<file path="src/rtl/main_control_fsm.sv">
// Multi-cycle main control unit for an RV32I subset core (lw, sw, R-type, beq).
// Sequences fetch/decode/execute/memory/writeback and drives the datapath
// enables, mux selects and the aluop/alu_instr pair consumed by alu_control.
module main_control_fsm #(
  parameter int STATE_W     = 4,
  parameter bit ENABLE_TRAP = 1'b1
) (
  input  logic               clk,
  input  logic               rst_n,
  input  logic [6:0]         opcode,
  input  logic [2:0]         funct3,
  input  logic               funct7_5,
  input  logic               mem_ready,
  output logic               pc_write,
  output logic               pc_write_cond,
  output logic               pc_source,
  output logic               ir_write,
  output logic               iord,
  output logic               mem_read,
  output logic               mem_write,
  output logic               mem_to_reg,
  output logic               reg_write,
  output logic               alu_src_a,
  output logic [1:0]         alu_src_b,
  output logic [1:0]         aluop,
  output logic [3:0]         alu_instr,
  output logic               illegal,
  output logic [STATE_W-1:0] state
);

  localparam logic [6:0] OP_LOAD   = 7'b0000011;
  localparam logic [6:0] OP_STORE  = 7'b0100011;
  localparam logic [6:0] OP_RTYPE  = 7'b0110011;
  localparam logic [6:0] OP_BRANCH = 7'b1100011;

  localparam logic [1:0] SRC_B_REG  = 2'b00;
  localparam logic [1:0] SRC_B_FOUR = 2'b01;
  localparam logic [1:0] SRC_B_IMM  = 2'b10;

  localparam logic [1:0] ALUOP_ADD   = 2'b00;
  localparam logic [1:0] ALUOP_SUB   = 2'b01;
  localparam logic [1:0] ALUOP_FUNCT = 2'b10;

  typedef enum logic [3:0] {
    S_FETCH  = 4'd0,
    S_DECODE = 4'd1,
    S_MEMADR = 4'd2,
    S_MEMRD  = 4'd3,
    S_MEMWB  = 4'd4,
    S_MEMWR  = 4'd5,
    S_EXEC   = 4'd6,
    S_ALUWB  = 4'd7,
    S_BEQ    = 4'd8,
    S_TRAP   = 4'd9
  } state_e;

  // All datapath controls bundled so reset gating is a single assignment.
  typedef struct packed {
    logic       pc_write;
    logic       pc_write_cond;
    logic       pc_source;
    logic       ir_write;
    logic       iord;
    logic       mem_read;
    logic       mem_write;
    logic       mem_to_reg;
    logic       reg_write;
    logic       alu_src_a;
    logic [1:0] alu_src_b;
    logic [1:0] aluop;
    logic [3:0] alu_instr;
    logic       illegal;
  } ctrl_t;

  state_e state_q, state_d;
  ctrl_t  ctrl, ctrl_gated;

  // State register.
  // NOTE: sequential state uses non-blocking (<=) so every flop samples
  // pre-edge values; blocking here would create order-dependent races.
  always_ff @(posedge clk or negedge rst_n) begin
    if (!rst_n) begin
      state_q <= S_FETCH;
    end else begin
      state_q <= state_d;
    end
  end

  // Next-state logic: opcode is only consulted in DECODE and MEMADR,
  // mem_ready only in FETCH, MEMRD and MEMWR.
  // NOTE: state_d gets a default before the case so no path leaves it
  // unassigned, which would otherwise infer a latch.
  always_comb begin
    state_d = S_FETCH;
    unique case (state_q)
      S_FETCH:  state_d = mem_ready ? S_DECODE : S_FETCH;
      S_DECODE: begin
        if (opcode == OP_LOAD || opcode == OP_STORE) begin
          state_d = S_MEMADR;
        end else if (opcode == OP_RTYPE) begin
          state_d = S_EXEC;
        end else if (opcode == OP_BRANCH && funct3 == 3'b000) begin
          state_d = S_BEQ;
        end else begin
          state_d = ENABLE_TRAP ? S_TRAP : S_FETCH;
        end
      end
      S_MEMADR: state_d = (opcode == OP_LOAD) ? S_MEMRD : S_MEMWR;
      S_MEMRD:  state_d = mem_ready ? S_MEMWB : S_MEMRD;
      S_MEMWB:  state_d = S_FETCH;
      S_MEMWR:  state_d = mem_ready ? S_FETCH : S_MEMWR;
      S_EXEC:   state_d = S_ALUWB;
      S_ALUWB:  state_d = S_FETCH;
      S_BEQ:    state_d = S_FETCH;
      S_TRAP:   state_d = S_FETCH;
      default:  state_d = S_FETCH;
    endcase
  end

  // Moore output decode; only FETCH qualifies its IR/PC loads with mem_ready.
  always_comb begin
    ctrl = '0;
    unique case (state_q)
      S_FETCH: begin
        ctrl.mem_read  = 1'b1;
        ctrl.alu_src_b = SRC_B_FOUR;
        ctrl.aluop     = ALUOP_ADD;
        ctrl.ir_write  = mem_ready;
        ctrl.pc_write  = mem_ready;
      end
      S_DECODE: begin
        ctrl.alu_src_b = SRC_B_IMM;
        ctrl.aluop     = ALUOP_ADD;
      end
      S_MEMADR: begin
        ctrl.alu_src_a = 1'b1;
        ctrl.alu_src_b = SRC_B_IMM;
        ctrl.aluop     = ALUOP_ADD;
      end
      S_MEMRD: begin
        ctrl.mem_read = 1'b1;
        ctrl.iord     = 1'b1;
      end
      S_MEMWB: begin
        ctrl.reg_write  = 1'b1;
        ctrl.mem_to_reg = 1'b1;
      end
      S_MEMWR: begin
        ctrl.mem_write = 1'b1;
        ctrl.iord      = 1'b1;
      end
      S_EXEC: begin
        ctrl.alu_src_a = 1'b1;
        ctrl.alu_src_b = SRC_B_REG;
        ctrl.aluop     = ALUOP_FUNCT;
        ctrl.alu_instr = {funct7_5, funct3};
      end
      S_ALUWB: begin
        ctrl.reg_write = 1'b1;
      end
      S_BEQ: begin
        ctrl.alu_src_a     = 1'b1;
        ctrl.alu_src_b     = SRC_B_REG;
        ctrl.aluop         = ALUOP_SUB;
        ctrl.pc_write_cond = 1'b1;
        ctrl.pc_source     = 1'b1;
      end
      S_TRAP: begin
        ctrl.illegal = 1'b1;
      end
      default: ctrl = '0;
    endcase
  end

  // Outputs drop to zero the moment reset asserts, not at the next edge,
  // so a mid-instruction reset can never leak a partial write.
  always_comb begin
    ctrl_gated = rst_n ? ctrl : '0;
  end

  assign pc_write      = ctrl_gated.pc_write;
  assign pc_write_cond = ctrl_gated.pc_write_cond;
  assign pc_source     = ctrl_gated.pc_source;
  assign ir_write      = ctrl_gated.ir_write;
  assign iord          = ctrl_gated.iord;
  assign mem_read      = ctrl_gated.mem_read;
  assign mem_write     = ctrl_gated.mem_write;
  assign mem_to_reg    = ctrl_gated.mem_to_reg;
  assign reg_write     = ctrl_gated.reg_write;
  assign alu_src_a     = ctrl_gated.alu_src_a;
  assign alu_src_b     = ctrl_gated.alu_src_b;
  assign aluop         = ctrl_gated.aluop;
  assign alu_instr     = ctrl_gated.alu_instr;
  assign illegal       = ctrl_gated.illegal;
  assign state         = STATE_W'(state_q);

endmodule

</file>
<file path="config.mk">
export PLATFORM = sky130hd
export DESIGN_NAME = main_control_fsm
export DESIGN_NICKNAME = d
export VERILOG_FILES = /design/src/rtl/main_control_fsm.sv
export SDC_FILE = /design/constraint.sdc
export NUM_CORES = 1
export LEC_CHECK = 0
export CORE_MARGIN = 1
export CORE_UTILIZATION = 35
export CTS_CLUSTER_SIZE = 14
export DETAILED_ROUTE_END_ITERATION = 10
export GPL_TIMING_DRIVEN = 0
export PLACE_DENSITY = 0.9
export SLEW_MARGIN = 20
export SYNTH_ARGS = -nofsm -noshare
export SYNTH_HDL_FRONTEND = slang
export SYNTH_SLANG_ARGS = --single-unit
</file>
<file path="constraint.sdc">
create_clock -name clk -period 2.3 [get_ports clk]
set_input_delay 0.23 -clock clk [delete_from_list [all_inputs] [get_ports clk]]
set_output_delay 0.23 -clock clk [all_outputs]
set_load 0.05 [all_outputs]
</file>
## After elaboration in Yosys (flattened, before gate mapping)

Cells that the tools add are included.

| operators by class | value |
|---|---|
| shift operators | 0 |
| eq/ne operators | 13 |
| $add $sub $neg | 0 |
| divide/modulo/power cells | 0 |
| reduce and logical (&&, ||, !) cells | 9 |
| multiply operators | 0 |
| multiplexer cells | 20 |
| $lt $le $gt $ge | 0 |
| bitwise operators | 0 |

Operators with widths:

| operator | number |
|---|---|
| $pmux W4 S6 | 1 |
| $mux W19 | 1 |
| $eq A4 B3 Y1 const B | 4 |
| $pmux W4 S4 | 1 |
| $eq A7 B6 Y1 const B | 2 |
| $mux W4 | 3 |
| $mux W1 | 10 |
| $mux W3 | 3 |
| $eq A4 B2 Y1 const B | 2 |
| $eq A4 B4 Y1 const B | 2 |
| $reduce_or A2 Y1 | 4 |
| $eq A7 B2 Y1 const B | 1 |
| $eq A7 B7 Y1 const B | 1 |
| $eq A4 B1 Y1 const B | 1 |
| $logic_not A4 Y1 | 1 |
| $logic_not A3 Y1 | 1 |
| $reduce_or A3 Y1 | 1 |
| $mux W2 | 1 |
| $logic_and A1 B1 Y1 | 1 |
| $logic_or A1 B1 Y1 | 1 |

| storage, ports and cells | value |
|---|---|
| flip-flop bits (word level) | 4 |
| bits in latches | 0 |
| memories | 0 |
| ROM bits | 0 |
| bits in writable memories | 0 |
| logic and storage cells | 43 |

## Logic depth before layout (Yosys ltp)

Gate-level depths: netlist of run 1.

| logic depth | value |
|---|---|
| word-level depth | 6 |
| gate-level depth with buffers | 6 |
| gate-level depth less buffers | 4 |

## Least setup slack after synthesis of run 1

Ideal clock, no wire load.

| timing | value |
|---|---|
| path type | register to output |
| start | register state_q[3], in the netlist state[3] |
| end | output pc_write |
| setup slack | -934 ps |
| data arrival time | 3004 ps |
| stages on the path, launching flop included | 7 |
| data required time | 2070 ps |
| path through | dfrtp_1 -> buf_2 -> nor2_1 -> nand2_1 -> nor3_1 -> and2_1 -> buf_4 |

| on the way | value |
|---|---|
| word-level cells in the longest chain between the ends | 3 |

RTL lines:

| item | RTL line | source |
|---|---|---|
| from (decl) | 75 | `state_e state_q, state_d;` |
| from (signal assigned) | 85 | `state_q <= state_d;` |
| $logic_not A4 Y1 | 123 | `unique case (state_q)` |
| $mux W1 | 123 |  |
| $mux W19 | 178 | `ctrl_gated = rst_n ? ctrl : '0;` |
| to (decl) | 14 | `output logic pc_write,` |

No other way between the ends.

## Worst setup path after layout of run 1

| timing | value |
|---|---|
| start | register state_q[3], in the netlist state[3] |
| end | output ir_write |

| on the way | value |
|---|---|
| word-level cells in the longest chain between the ends | 3 |

RTL lines:

| item | RTL line | source |
|---|---|---|
| $logic_not A4 Y1 | 123 |  |
| $mux W1 | 123 |  |
| $mux W19 | 178 |  |
| to (decl) | 17 | `output logic ir_write,` |

No other way between the ends.

==> results of run 1 <==
==> worst register-to-register path, delay by kind of cell, from the launching register on <==
family,cells,cell delay [ns]
flip-flops,1,0.42
AO/OA/AOI/OAI,2,0.34
AND/OR/NAND/NOR,2,0.56
==> synthesized netlist by cell type (2+ instances only) <==
cell and count:
nand2b_1 2, buf_2 3, a21oi_1 4, dfrtp_1 4, and2_1 5, nand3b_1 2
nor2_1 7, nand2_1 4, buf_4 3, nor2b_1 3, nor3b_1 2, nand3_1 2
nor3_1 7
==> kinds of logic (layout without fill, tap and decap cells) <==
logic type / after synthesis / count (layout) / synth area share (%)
AOI/OAI and AO/OA: 14 / 14 / 21.6
xor gates and xnor gates: 1 / 1 / 1.75
buffers and inverters: 8 / 47 / 9.02
DFF: 4 / 4 / 20.1
and+or+nand+nor: 39 / 39 / 47.6
==> power by group through the flow <==
stage          Sequential, mW  Clock, mW  Combinational, mW
5_1_grt                 0.108     0.0965              0.596
4_1_cts                 0.107     0.0960              0.562
3_5_place_dp            0.106          0              0.583
2_1_floorplan           0.165          0              0.344
6_report                0.107     0.0904              0.556
3_3_place_gp            0.105          0              0.575
==> what timing repair did <==
action	in CTS	in global routing
endpoints found under the hold margin	0	0
gates resized for setup	17	14
setup endpoints to repair	17	8
==> per-layer routing <==
| metal | GRT usage, % | vias to the layer above | share of wire, % | routed length [um] |
|---|---|---|---|---|
| li1 | - | 319 | - | - |
| met1 | 27.2 | 302 | 40 | 618 |
| met2 | 37.7 | 24 | 52 | 800 |
| met3 | 1.70 | 2 | 5.2 | 79 |
| met4 | 12.9 | 0 | 2.0 | 30 |
| met5 | 0 | - | 0 | 0 |
==> path summary, 6_finish.rpt <==
kind	from	endpoint	slack [ns]	depth (start not counted)
min	rst_n	state[1]	0.24	1
min reg2reg	state[3]	state[0]	0.70	2
max in group asynchronous	rst_n	state[2]	1.82	1
max	state[3]	ir_write	0.11	6
min in group clk	opcode[4]	state[2]	0.69	2
max reg2reg	state[1]	state[2]	0.91	4
==> cell type report <==
class / instances / area [um2] / share of cell area (%)
plain buffers: 6 / 37.5 / 4.24
repair buffers: 36 / 322 / 36.3
flip-flops and latches: 4 / 100 / 11.3
well taps: 15 / 18.8 / 2.12
inverters: 2 / 7.51 / 0.847
clock buffers: 3 / 22.5 / 2.54
multi-input cells: 54 / 378 / 42.7
==> metrics by stage <==
| stage | setup slack, ns | setup TNS (ns) |
|---|---|---|
| 6_report | 0.107 | 0 |
| 5_1_grt | 0.000440 | 0 |
| 4_1_cts | 0.00107 | 0 |
| 3_5_place_dp | -0.275 | -2.08 |
| 3_3_place_gp | -0.246 | -1.64 |
| 2_1_floorplan | -0.260 | -0.266 |
==> flow_metrics.py, run 1 <==
metrics = {
    "outcome": {
        "status": "complete, no violations",
    },
    "timing": {
        "tightest_slew_ns": 0.500,
        "setup_viol": 0,
        "drv_slew": 0,
        "rsz0062_at_grt": "no",
        "relSlewSlack_pct": 66.5,
        "whs_ns": 0.244,
        "fmax_mhz": 456,
        "clock_skew_ns": 0.00218,
        "finalHoldViolCount": 0,
        "layout_min_cycle_time_ns": 2.19,
        "fin_crit_sh_pct": 95.4,
    },
    "power": {
        "finalPower_uw": 754,
        "switchingPower_uw": 430,
        "ir_drop_mv": 0.600,
        "p_comb_share_pct": 73.8,
        "seq_power_share_pct": 14.2,
        "cellLeakagePower_nw": 0.452,
        "power_density_mw_per_mm2": 851,
        "pwr-share-clk_pct": 12.0,
        "switching_share_pct": 57.0,
        "power.internal_uw": 324,
    },
    "final_layout": {
        "layout_common_cells": "17 x clkdlybuf4s50_1, 11 x dlygate4sd2_1, 6 x nor2_1, 6 x clkbuf_2",
        "largest_register_ff_count": 4,
        "num-nets-final": 121,
        "area_growth_pct": 77.4,
        "layout-drive-gt1-share_pct": 22.9,
        "layout.cells.non_filler": 120,
        "n_fill_cell": 128,
        "n_antenna_cell": 0,
        "utilization_pct": 67.2,
        "final_cell_area_um2": 886,
        "layout_commonest_cell": "clkdlybuf4s50_1",
    },
    "setup_path": {
        "cp.required_ns": 2.07,
        "worstPathBufferInverterCount": 2,
        "cp-start-kind": "register",
        "cp_cell_sequence": "buf_2 > nor2_1 > nand2_1 > nor3_4 > and2_1 > dlygate4sd2_1",
        "slowest_delay_ns": 0.53,
        "endpoint_kind": "output port",
        "critical-path-slowest-cell": "dlygate4sd2_1",
        "critPathTopFamily": "buffers and inverters",
        "path_class": "reg -> out",
        "critPathMaxFanout": 8,
        "cp_data_arrival_time_ns": 1.96,
    },
    "cts": {
        "htreeDepth": 1,
        "cts_root_buf": "clkbuf_4",
        "cts_tree": "built",
        "cts_made_buffers": 3,
        "clk_pin_slew_ns": 0.04,
        "clock_latency_ns": 0.24,
        "cts_setup_buffers": 0,
        "holdBufCountCts": 0,
        "clock-sinks": 4,
        "clock_path_buffers": 2,
    },
    "synth": {
        "netlist_top_cells_area": "dfrtp_1 20%, nor3_1 7.0%, and2_1 6.3%",
        "synth_seq_cells": 4,
        "synth_area_um2": 499,
        "synth_top_area_cell": "dfrtp_1",
        "synthCells": 66,
        "ys_async_sr_fraction_pct": 100,
        "synth_top_area_share_pct": 20.1,
        "syn_area_per_cell_um2": 7.56,
        "synth_ff_type": "dfrtp_1",
        "yosysUniqueCellTypes": 31,
        "synth-edff-count": 0,
        "syn_nets": 80,
        "yosysWarningCount": 0,
        "seq_area_frac_synth_pct": 20.1,
    },
    "route": {
        "drc": 0,
        "first_pass_iters": 4,
        "first_iter_violations": 13,
        "route.final.wire_length_um": 1530,
        "num_vias": 647,
        "antenna_left": 0,
        "vias_per_cell": 5.39,
        "wl_per_cell_um": 12.7,
    },
    "placement": {
        "dp_hpwl_um": 1220,
        "dpl_cell_area_um2": 902,
        "gp_congestion": 0.870,
        "io_buffers": 36,
        "place_inst": 117,
    },
    "min_path": {
        "hp-class": "in -> async",
    },
    "global_routing": {
        "antenna_found_initial": 0,
        "grt_start_max_net_pins": 11,
        "grt_pass1_vias": 524,
        "grt_usage_pct": 22.4,
        "grt_pass1_wl_um": 2310,
        "overflow": 0,
    },
    "die": {
        "core_area_mm2": 0.00132,
        "std_cell_rows": 13,
        "io_pins": 37,
        "die_w_um": 39.8,
        "start_util_pct": 37.9,
        "chipHeight_um": 39.8,
        "dieArea_mm2": 0.00158,
    },
    "job": {
        "max-cap-violations": 0,
    },
}
(Power assumes the default switching activity.)
==> run 2: changes to the inputs <==
--- a/config.mk
+++ b/config.mk
@@ -10,7 +10,8 @@
 export CTS_CLUSTER_SIZE = 14
 export DETAILED_ROUTE_END_ITERATION = 10
 export GPL_TIMING_DRIVEN = 0
-export PLACE_DENSITY = 0.9
+export PLACE_DENSITY = 0.82
+export REMOVE_ABC_BUFFERS = 1
 export SLEW_MARGIN = 20
 export SYNTH_ARGS = -nofsm -noshare
 export SYNTH_HDL_FRONTEND = slang
==> run 2 against run 1 <==
  * Total power down 6.7%
  * Final cell count down 4.2%
  * Worst hold slack gained 0.26 ns
  * First-iteration DRC count fell by 62%
  * Largest cell class is now buffers
==> flow_metrics.py, run 2 (same netlist as run 1, synthesis figures left out) <==
metrics = {
    "cts": {
        "cts_made_buffers": 3,
        "clock_latency_ns": 0.23,
        "clock-sinks": 4,
        "clock_path_buffers": 2,
        "cts_tree": "built",
        "clk_pin_slew_ns": 0.04,
        "htreeDepth": 1,
        "cts_root_buf": "clkbuf_4",
        "cts_setup_buffers": 0,
    },
    "route": {
        "first_iter_violations": 5,
        "wl_per_cell_um": 12.0,
        "vias_per_cell": 5.28,
        "num_vias": 607,
        "drc": 0,
        "route.final.wire_length_um": 1380,
        "first_pass_iters": 2,
        "antenna_left": 0,
    },
    "setup_path": {
        "r2r-end": "state[2]",
        "cp.required_ns": 2.07,
        "cp_data_arrival_time_ns": 1.90,
        "critPathTopFamily": "simple AND/OR/NAND/NOR gates",
        "endpoint_kind": "output port",
        "critPathMaxFanout": 11,
        "worstPathBufferInverterCount": 1,
        "cp_cell_sequence": "nor2_1 > nand2_1 > nor3_1 > and2_1 > clkdlybuf4s15_1",
        "reg2reg_depth": 4,
        "r2r_slack_ns": 0.73,
        "path_class": "reg -> out",
        "cp-startpoint": "state[2]",
        "slowest_delay_ns": 0.50,
        "rr_startpoint": "state[1]",
        "cp-start-kind": "register",
        "critical-path-slowest-cell": "dfrtp_1",
    },
    "global_routing": {
        "grt_pass1_vias": 476,
        "grt_start_max_net_pins": 16,
        "grt_pass1_wl_um": 2080,
        "grt_usage_pct": 20.1,
        "overflow": 0,
        "antenna_found_initial": 0,
    },
    "outcome": {
        "status": "complete, no violations",
    },
    "power": {
        "ir_drop_mv": 0.759,
        "power_density_mw_per_mm2": 811,
        "power.internal_uw": 299,
        "seq_power_share_pct": 20.7,
        "switching_share_pct": 57.5,
        "p_comb_share_pct": 67.1,
        "switchingPower_uw": 405,
        "finalPower_uw": 703,
        "cellLeakagePower_nw": 0.437,
        "pwr-share-clk_pct": 12.3,
    },
    "final_layout": {
        "area_growth_pct": 73.7,
        "largest_register_ff_count": 4,
        "n_antenna_cell": 0,
        "layout-drive-gt1-share_pct": 14.0,
        "utilization_pct": 65.8,
        "final_cell_area_um2": 867,
        "layout.cells.non_filler": 115,
        "layout_commonest_cell": "clkdlybuf4s50_1",
        "layout_common_cells": "16 x clkdlybuf4s50_1, 9 x dlygate4sd2_1, 7 x nor2_1, 7 x nor3_1, 5 x and2_1",
        "num-nets-final": 116,
    },
    "placement": {
        "gp_congestion": 0.843,
        "io_buffers": 36,
        "dpl_cell_area_um2": 841,
        "dp_hpwl_um": 1080,
        "place_inst": 111,
    },
    "die": {
        "chipHeight_um": 39.8,
        "std_cell_rows": 13,
        "die_w_um": 39.8,
        "start_util_pct": 37.9,
        "core_area_mm2": 0.00132,
        "io_pins": 37,
        "dieArea_mm2": 0.00158,
    },
    "timing": {
        "drv_slew": 0,
        "fin_tns_setup_ns": 0,
        "rsz0062_at_grt": "no",
        "tightest_slew_ns": 0.508,
        "layout_min_cycle_time_ns": 2.13,
        "relSlewSlack_pct": 66.1,
        "fin_crit_sh_pct": 92.7,
        "fmax_mhz": 469,
        "setup_viol": 0,
        "clock_skew_ns": 0.00324,
        "finalHoldViolCount": 0,
    },
    "min_path": {
        "hp-class": "in -> async",
    },
    "job": {
        "max-cap-violations": 0,
    },
}
run 2: metrics by stage:
step	setup WS [ns]	hold WS (ns)
after floorplan	-0.922	-0.0656
after global placement	-0.304	0.496
after detailed placement	-0.327	0.497
after CTS	0.00681	0.247
after global routing	0.0135	0.532
final	0.168	0.504
run 2: final cells by class:
cell class	count	area (um2)
Multi-Input combinational cell	54	354
Tap cell	15	18.8
Fill cell	131	450
Clock buffer	3	22.5
Inverter	2	7.51
Timing Repair Buffer	37	364
Sequential cell	4	100
run 2: power groups by stage:
stage | combinational, mW | sequential [mW] | clock, mW
floorplan | 0.274 | 0.192 | 0
global placement | 0.492 | 0.144 | 0
detailed placement | 0.496 | 0.144 | 0
CTS | 0.474 | 0.143 | 0.0900
global route | 0.499 | 0.152 | 0.0959
finish | 0.472 | 0.146 | 0.0862
run 2: what timing repair did:
item	4_1_cts	5_1_grt
endpoints found under the setup margin	16	10
hold endpoints to repair	0	4
hold buffers	0	1
resized for setup	24	9
run 2: worst max path at each step:
stage | endpoint | slack [ns] | depth (start not counted)
floorplan | pc_source | -0.92 | 3
global route | ir_write | 0.01 | 5
CTS | alu_src_b[1] | 0.007 | 3
detailed placement | alu_instr[2] | -0.33 | 6
finish | ir_write | 0.17 | 5
global placement | alu_instr[1] | -0.30 | 6
run 2: routing by layer:
layer  GRT usage (%)  vias to the layer above  part of all wire (%)
li1                -                      311                     -
met1            25.3                      276                    47
met2            31.1                       20                    49
met3            5.11                        0                   3.9
met4            10.3                        0                     0
met5               0                        -                     0
==> run 3: changes to the inputs <==
--- a/config.mk
+++ b/config.mk
@@ -5,7 +5,7 @@
 export SDC_FILE = /design/constraint.sdc
 export NUM_CORES = 1
 export LEC_CHECK = 0
-export CORE_MARGIN = 1
+export CORE_MARGIN = 2
 export CORE_UTILIZATION = 35
 export CTS_CLUSTER_SIZE = 14
 export DETAILED_ROUTE_END_ITERATION = 10
==> run 3 against run 2 <==
  * Maximum frequency shrank 2.2%
  * Count of clock-buffer cells in the layout is the same
  * Highest routed layer unchanged
  * Flip-flop and latch count is the same
  * Sequential share of layout area is essentially flat
  * Design area shrank 0.29%
  * Global-route usage shrank 1.5 points
  * Critical endpoint unchanged
  * Clock power is essentially flat
  * Via count shrank 3.8%
==> flow_metrics.py, run 3 (same netlist as run 1, synthesis figures left out) <==
metrics = {
    "setup_path": {
        "cp_data_arrival_time_ns": 1.95,
        "endpoint_kind": "output port",
        "rr_startpoint": "state[0]",
        "cp.required_ns": 2.07,
        "r2r-end": "state[2]",
        "reg2reg_depth": 4,
        "cp-start-kind": "register",
        "critical-path-slowest-cell": "dfrtp_1",
        "r2r_slack_ns": 0.73,
        "cp_cell_sequence": "nor2_1 > nand2_1 > nor3_1 > and2_1 > clkdlybuf4s15_1",
        "cp-startpoint": "state[2]",
        "path_class": "reg -> out",
        "critPathCapture": "ir_write",
        "critPathMaxFanout": 11,
        "slowest_delay_ns": 0.50,
    },
    "final_layout": {
        "layout_common_cells": "17 x clkdlybuf4s50_1, 9 x dlygate4sd2_1, 7 x nor3_1",
        "layout-drive-gt1-share_pct": 13.1,
        "num-nets-final": 115,
        "layout_commonest_cell": "clkdlybuf4s50_1",
        "n_antenna_cell": 0,
        "utilization_pct": 65.6,
        "final_cell_area_um2": 865,
        "largest_register_ff_count": 4,
        "n_fill_cell": 117,
        "area_growth_pct": 73.2,
        "layout.cells.non_filler": 114,
    },
    "die": {
        "core_area_mm2": 0.00132,
        "die_w_um": 41.8,
        "start_util_pct": 37.9,
        "std_cell_rows": 13,
        "io_pins": 37,
        "chipHeight_um": 41.8,
        "dieArea_mm2": 0.00174,
    },
    "cts": {
        "cts_tree": "built",
        "htreeDepth": 1,
        "clk_pin_slew_ns": 0.04,
        "clock-sinks": 4,
        "cts_root_buf": "clkbuf_4",
        "cts_made_buffers": 3,
        "clock_latency_ns": 0.23,
        "cts_setup_buffers": 0,
        "clock_path_buffers": 2,
        "holdBufCountCts": 0,
    },
    "route": {
        "antenna_left": 0,
        "wl_per_cell_um": 13.6,
        "num_vias": 584,
        "top_layer_used": "met3",
        "wl_met2_um": 791,
        "wl_met1_um": 685,
        "first_iter_violations": 8,
        "drc": 0,
        "route.final.wire_length_um": 1550,
        "vias_per_cell": 5.12,
        "first_pass_iters": 4,
        "wl_met3_um": 74,
    },
    "power": {
        "p_comb_share_pct": 67.1,
        "switching_share_pct": 58.1,
        "power.internal_uw": 296,
        "ir_drop_mv": 0.456,
        "power_density_mw_per_mm2": 818,
        "cellLeakagePower_nw": 0.408,
        "pwr-share-clk_pct": 12.2,
        "seq_power_share_pct": 20.7,
        "switchingPower_uw": 411,
    },
    "placement": {
        "dpl_cell_area_um2": 841,
        "gp_congestion": 0.862,
        "io_buffers": 36,
        "dp_hpwl_um": 1200,
        "place_inst": 111,
        "dp_slack_ns": -0.365,
    },
    "timing": {
        "clock_skew_ns": 0.00326,
        "fmax_mhz": 459,
        "layout_min_cycle_time_ns": 2.18,
        "fin_tns_setup_ns": 0,
        "relSlewSlack_pct": 66.5,
        "worst_slack_ns": 0.121,
        "tightest_slew_ns": 0.501,
        "drv_slew": 0,
        "finalHoldViolCount": 0,
        "setup_viol": 0,
        "fin_crit_sh_pct": 94.7,
        "rsz0062_at_grt": "yes",
    },
    "global_routing": {
        "overflow": 0,
        "grt_usage_pct": 18.7,
        "grt_pass1_vias": 564,
        "antenna_found_initial": 0,
        "grt_pass1_wl_um": 2550,
        "grt_start_max_net_pins": 16,
    },
    "outcome": {
        "status": "complete, no violations",
    },
    "job": {
        "max-cap-violations": 0,
    },
    "min_path": {
        "hp-class": "in -> async",
    },
}
run 3: stage by stage:
step | hold WS [ns] | power (mW)
after floorplan | -0.0656 | 0.466
after global placement | 0.496 | 0.637
after detailed placement | 0.509 | 0.650
after CTS | 0.246 | 0.716
after global routing | 0.254 | 0.753
final | 0.253 | 0.707
run 3: worst min path at each step:
stage,startpoint,end
after floorplan,rst_n,state[0]
after global placement,rst_n,state[2]
after detailed placement,rst_n,state[0]
after CTS,rst_n,state[0]
after global routing,rst_n,state[1]
final,rst_n,state[0]
run 3: timing repair:
| action | 4_1_cts | 5_1_grt |
|---|---|---|
| hold endpoints to repair | 0 | 0 |
| setup endpoints to repair | 17 | 9 |
| resized for setup | 25 | 7 |
| pin swaps | 0 | 0 |
run 3: power by group through the flow:
stage	clock, mW	combinational [mW]	sequential, mW
after floorplan	0	0.274	0.192
after global placement	0	0.493	0.144
after detailed placement	0	0.502	0.148
after CTS	0.0934	0.477	0.146
after global routing	0.0996	0.501	0.153
final	0.0865	0.474	0.146
run 3: layout make-up:
type                       instances  area, um2  share of cell area, %
multi-input combinational         54        357                   41.2
sequential                         4        100                   11.6
timing repair buffer              36        359                   41.5
tap                               15       18.8                   2.17
clock buffer                       3       22.5                   2.60
inverter                           2       7.51                  0.868
run 3: per-layer routing:
metal | GRT usage [%] | vias to the layer above
met3 | 3.48 | 0
met4 | 9.03 | 0
li1 | - | 307
met2 | 31.6 | 20
met1 | 22.5 | 257
met5 | 0 | -
run 3: worst max-delay path, delay by kind of cell (launching register included):
| kind | cells | cell delay [ns] |
|---|---|---|
| simple gates | 4 | 0.72 |
| flops | 1 | 0.50 |
| buf+inv | 1 | 0.49 |
